File: src/rtl/imem_debug_loader.sv
// Streams a program image into instruction memory over its debug port,
// optionally reading every word back, and keeps the core held until the image is good.
module imem_debug_loader #(
    parameter logic [31:0] BASE_ADDR = 32'h0000_0000,
    parameter int unsigned MAX_WORDS = 1024,
    parameter bit          VERIFY    = 1'b1
) (
    input  logic        clk,
    input  logic        reset,
    input  logic        start,
    input  logic [15:0] word_count,
    input  logic        s_valid,
    input  logic [31:0] s_data,
    output logic        s_ready,
    output logic        debug_en,
    output logic        debug_write_en,
    output logic [31:0] debug_addr,
    output logic [31:0] debug_data_in,
    input  logic [31:0] debug_data_out,
    output logic        busy,
    output logic        done,
    output logic        error,
    output logic        cpu_hold,
    output logic [15:0] words_written
);

    typedef enum logic [2:0] {
        S_IDLE,
        S_WAIT_WORD,
        S_WRITE,
        S_READBACK,
        S_CHECK,
        S_DONE,
        S_ERROR
    } state_t;

    // word_count is 16 bits, so any larger limit behaves as 65535.
    localparam int unsigned MAX_CLAMP = (MAX_WORDS > 65535) ? 65535 : MAX_WORDS;
    localparam logic [15:0] MAX_W     = 16'(MAX_CLAMP);

    state_t      state_q, state_d;
    logic [31:0] addr_q, addr_d;
    logic [31:0] data_q, data_d;
    logic [15:0] count_q, count_d;
    logic [15:0] ww_q, ww_d;
    logic        done_q, done_d;
    logic        error_q, error_d;

    logic        s_ready_q, busy_q, cpu_hold_q;
    logic        dbg_en_q, dbg_we_q;
    logic [31:0] dbg_addr_q, dbg_din_q;

    logic        start_ok;
    logic [15:0] ww_inc;
    logic        access_d;
    logic        busy_d;

    assign start_ok = (word_count != 16'd0) && (word_count <= MAX_W);
    assign ww_inc   = ww_q + 16'd1;

    always_comb begin
        state_d = state_q;
        addr_d  = addr_q;
        data_d  = data_q;
        count_d = count_q;
        ww_d    = ww_q;
        done_d  = done_q;
        error_d = error_q;

        case (state_q)
            S_IDLE, S_DONE, S_ERROR: begin
                if (start) begin
                    done_d  = 1'b0;
                    error_d = 1'b0;
                    ww_d    = 16'd0;
                    if (start_ok) begin
                        count_d = word_count;
                        addr_d  = BASE_ADDR;
                        state_d = S_WAIT_WORD;
                    end else begin
                        error_d = 1'b1;
                        state_d = S_ERROR;
                    end
                end
            end
            S_WAIT_WORD: begin
                if (s_valid) begin
                    data_d  = s_data;
                    state_d = S_WRITE;
                end
            end
            S_WRITE: begin
                if (VERIFY) begin
                    state_d = S_READBACK;
                end else begin
                    ww_d   = ww_inc;
                    addr_d = addr_q + 32'd4;
                    if (ww_inc == count_q) begin
                        done_d  = 1'b1;
                        state_d = S_DONE;
                    end else begin
                        state_d = S_WAIT_WORD;
                    end
                end
            end
            S_READBACK: begin
                state_d = S_CHECK;
            end
            S_CHECK: begin
                // Advance is folded into this edge so a verified word costs four cycles.
                if (debug_data_out == data_q) begin
                    ww_d   = ww_inc;
                    addr_d = addr_q + 32'd4;
                    if (ww_inc == count_q) begin
                        done_d  = 1'b1;
                        state_d = S_DONE;
                    end else begin
                        state_d = S_WAIT_WORD;
                    end
                end else begin
                    error_d = 1'b1;
                    state_d = S_ERROR;
                end
            end
            default: begin
                state_d = S_IDLE;
            end
        endcase
    end

    assign access_d = (state_d == S_WRITE) || (state_d == S_READBACK) || (state_d == S_CHECK);
    assign busy_d   = access_d || (state_d == S_WAIT_WORD);

    always_ff @(posedge clk or posedge reset) begin
        if (reset) begin
            state_q    <= S_IDLE;
            addr_q     <= 32'd0;
            data_q     <= 32'd0;
            count_q    <= 16'd0;
            ww_q       <= 16'd0;
            done_q     <= 1'b0;
            error_q    <= 1'b0;
            s_ready_q  <= 1'b0;
            busy_q     <= 1'b0;
            cpu_hold_q <= 1'b0;
            dbg_en_q   <= 1'b0;
            dbg_we_q   <= 1'b0;
            dbg_addr_q <= 32'd0;
            dbg_din_q  <= 32'd0;
        end else begin
            state_q    <= state_d;
            addr_q     <= addr_d;
            data_q     <= data_d;
            count_q    <= count_d;
            ww_q       <= ww_d;
            done_q     <= done_d;
            error_q    <= error_d;
            s_ready_q  <= (state_d == S_WAIT_WORD);
            busy_q     <= busy_d;
            cpu_hold_q <= busy_d || (state_d == S_ERROR);
            dbg_en_q   <= access_d;
            dbg_we_q   <= (state_d == S_WRITE);
            dbg_addr_q <= access_d ? addr_d : 32'd0;
            dbg_din_q  <= access_d ? data_d : 32'd0;
        end
    end

    assign s_ready        = s_ready_q;
    assign busy           = busy_q;
    assign cpu_hold       = cpu_hold_q;
    assign done           = done_q;
    assign error          = error_q;
    assign words_written  = ww_q;
    assign debug_en       = dbg_en_q;
    assign debug_write_en = dbg_we_q;
    assign debug_addr     = dbg_addr_q;
    assign debug_data_in  = dbg_din_q;

endmodule

File: config.mk
export PLATFORM = sky130hd
export DESIGN_NAME = imem_debug_loader
export DESIGN_NICKNAME = d
export VERILOG_FILES = /design/src/rtl/imem_debug_loader.sv
export SDC_FILE = /design/constraint.sdc
export NUM_CORES = 1
export LEC_CHECK = 0
export BUFFER_PORTS_ARGS = -buffer_cell sky130_fd_sc_hd__clkbuf_2
export CAP_MARGIN = 40
export CORE_ASPECT_RATIO = 1.5
export CORE_MARGIN = 2
export CORE_UTILIZATION = 54
export CTS_CLUSTER_SIZE = 30
export DETAILED_ROUTE_END_ITERATION = 7
export PLACE_DENSITY_LB_ADDON = 0.05
export SYNTH_ARGS = -nofsm -noshare
export SYNTH_HDL_FRONTEND = slang
export SYNTH_SLANG_ARGS = --single-unit
File: constraint.sdc
create_clock -name clk -period 6.53 [get_ports clk]
set_clock_uncertainty 0.1 [all_clocks]
set_input_delay 0.3265 -clock clk [delete_from_list [all_inputs] [get_ports clk]]
set_output_delay 0.3265 -clock clk [all_outputs]
set_load 0.03 [all_outputs]
==> results by group <==
Placement
  – HPWL after detailed placement: 13910 um
  – Port bufs: 170
  – Placer Congestion: 0.8860
  – Area post-placement: 8826 um2
  – Placed cells: 1044

Setup path
  – CP max-delay cell: or3b_2
  – Crit Path Max Fanout: 37
  – Largest incremental delay on the critical path: 850 ps
  – WP buf/inv: 1
  – Critical Path End Type: flip-flop
  – CP Cell Sequence: or3b_2 -> nor3_4 -> buf_6 -> and2_1 -> a21oi_1 -> o22a_1
  – Nature of the critical path startpoint: flip-flop
  – Critical path's top delay family: simple AND/OR/NAND/NOR gates
  – WS Path Type: flip-flop to flip-flop
  – Critical Path AT: 3530 ps
  – WP data required: 6740 ps

Floorplan
  – Floorplan core area: 14060 um2
  – Num ports: 171
  – Die Width: 101.9 um
  – Initial core utilization: 55.18%
  – Die footprint: 15360 um2
  – Die H: 150.8 um
  – Rows: 53

STA
  – Worst hold slack: 46.17 ps
  – RSZ-0062 raised after global routing: false
  – Final period util: 50.86%
  – Worst-Margin Slew: 870.3 ps
  – Final Setup Violations: 0
  – Relative slew slack: 41.98%
  – Max frequency: 301.1 MHz
  – Sum Neg Setup Slack: 0 ps
  – Final Critical Period: 3321 ps
  – Fin. max-slew vios: 0
  – Hold Fails Final Rpt: 0

Drt
  – WL final: 19250 um
  – DRC violations left: 0
  – Final ANT Viol Nets: 0
  – Drt pass-1 iters: 8
  – DR vias/cell: 5.703
  – Initial DRC Count: 432
  – DR vias: 6142
  – Wirelength per Cell: 17.87 um

Synthesis
  – Mux cell area share after synthesis: 6.613%
  – Seq/Total Area, Yosys: 54.84%
  – Compound-Gate Fraction of Synth Area: 11.69%
  – Synth cell types: 58
  – Xor-xnor portion of the synthesized cell area: 6.210%
  – Largest area contributor in the netlist: dfrtp_1
  – Register bit total from synthesis: 170
  – EDFF count, synth: 0
  – Most frequent cell after synthesis: dfrtp_1
  – Post-synth top flop: dfrtp_1
  – Synth Instances: 710
  – Cell Area, Synth: 7757 um2
  – Synth top area cells: dfrtp_1 (55%), mux2_2 (6.1%), and2_1 (5.2%)
  – Syn Area/Cell: 10.93 um2
  – Async set or reset register ratio after synthesis: 100.0%
  – Synth Area in Simple Gates: 17.82%
  – Largest family of logic cells by synthesized area: simple AND/OR/NAND/NOR gates
  – Synth top area share: 54.84%
  – Synth top cells by count: dfrtp_1 (170), and2_1 (64), mux2_2 (42), xor2_1 (42), a21oi_1 (40)
  – Adder-Cell Fraction of Synth Area: 0.3226%
  – Yosys warns: 0
  – Post-synth net total: 796

Clock network
  – CTS tree: built
  – # H-tree levels: 4
  – CTS resizes: 0
  – Hold Buf Count CTS: 1
  – Setup Buffers After CTS: 0
  – Clock transition at the registers of the reported paths: 70 ps
  – Clk sinks: 170
  – Num CTS Buffers: 17
  – Clk Latency, worst-skew pair: 420 ps
  – Clk root buf: clkbuf_16
  – Max clock buf depth: 2

Finish
  – Ant. Diodes: 0
  – Non-Filler Instances: 1077
  – FILL cells: 1145
  – Area taken by multi-input logic gates: 3321 um2
  – Register area: 4254 um2
  – Share of cells above drive strength 1: 30.17%
  – Area Overhead vs Synth: 21.81%
  – Final nets: 958
  – Post-route cell area: 9449 um2
  – Post-layout util: 67.21%

Global route
  – Largest net degree at the start of global routing: 99
  – First-pass GRT wire length: 30750 um
  – GRT Total Usage: 26.12%
  – Initial antenna violation count: 0
  – Grt ovf: 0
  – Vias in the first global route: 6314

Outcome
  – Outcome: finished, final reports clean

Pwr
  – Power Density: 353.7 nW/um2
  – Leak pwr: 4.709 nW
  – Worst vdd ir: 0.1807 mV

Flow run
  – Total of max-cap violations: 0

Worst hold path
  – Hold Crit Class: input port to flip-flop
-- flip-flops by register name (all words and copies together), names as in the netlist --
| signal | flops |
|---|---|
| busy | 1 |
| data_q | 32 |
| debug_addr | 32 |
| words_written | 16 |
| debug_write_en | 1 |
| done | 1 |
| count_q | 16 |
| debug_data_in | 32 |
| error | 1 |
| state_q | 3 |
| debug_en | 1 |
| s_ready | 1 |
| cpu_hold | 1 |
| addr_q | 32 |
-- layer usage --
metal	GRT usage, %	vias to the layer above	share of wire (%)
li1	-	2863	-
met1	29.34	2963	38
met2	46.64	263	53
met3	5.538	53	5.5
met4	12.33	0	3.7
met5	0	-	0
-- where the power goes --
part	internal [mW]	switching, mW	leakage, nW	total [mW]
registers	1.23	0.132	2.31	1.37
logic	0.340	0.595	2.11	0.934
clock network	0.612	0.430	0.292	1.04
total	2.19	1.16	4.71	3.34
-- through the flow --
stage | worst slack (ps) | power [mW]
floorplan | 1500 | 2.024
global placement | 3186 | 2.288
detailed placement | 3263 | 2.319
CTS | 3243 | 3.368
global route | 3075 | 3.513
finish | 3209 | 3.342
-- path summary, 6_finish.rpt --
path | slack (ps) | from | to | cells after the start
min reg2reg | 370 | addr_q[31]$_DFF_PP0_ | addr_q[31]$_DFF_PP0_ | 1
min | 50 | s_data[8] | data_q[8]$_DFF_PP0_ | 2
max | 3210 | state_q[2]$_DFF_PP0_ | words_written[2]$_DFFE_PP0P_ | 6
max in group asynchronous | 4620 | reset | debug_addr[18]$_DFF_PP0_ | 5
min in group asynchronous | 280 | reset | debug_addr[1]$_DFF_PP0_ | 3
max reg2reg | 3210 | state_q[2]$_DFF_PP0_ | words_written[2]$_DFFE_PP0P_ | 6
-- cell usage in the layout, fill, tap and decap left out, drive strengths merged, types with 5 or more instances in the layout --
master    n
clkbuf  188
dfrtp   170
and2     64
mux2     42
xor2     42
a21oi    40
nand2    39
o21ai    38
nor2     27
nand3    21
nor4     18
inv      18
a31oi    17
nor3     17
nand4    14
xnor2    13
and3     12
and4      9
buf       9
o31ai     5
a21o      5
o41ai     5
-- area by class of cell --
| class | count | area share (%) |
|---|---|---|
| clock inverter | 14 | 1.947 |
| tap | 192 | 2.542 |
| timing repair buffer | 181 | 10.28 |
| clock buffer | 18 | 4.542 |
| sequential | 170 | 45.02 |
| inverter | 12 | 0.5297 |
| multi-input combinational | 490 | 35.14 |
-- cell families (layout without fill, tap and decap cells) --
kind of cell | after synthesis | after routing
adders and majority gates | 2 | 2
AOI/OAI and AO/OA | 144 | 144
xor gates and xnor gates | 55 | 55
buffers and inverters | 50 | 225
DFF | 170 | 170
and+or+nand+nor | 243 | 243
muxes | 46 | 46
Note: power is estimated with default switching activity, not from simulation.
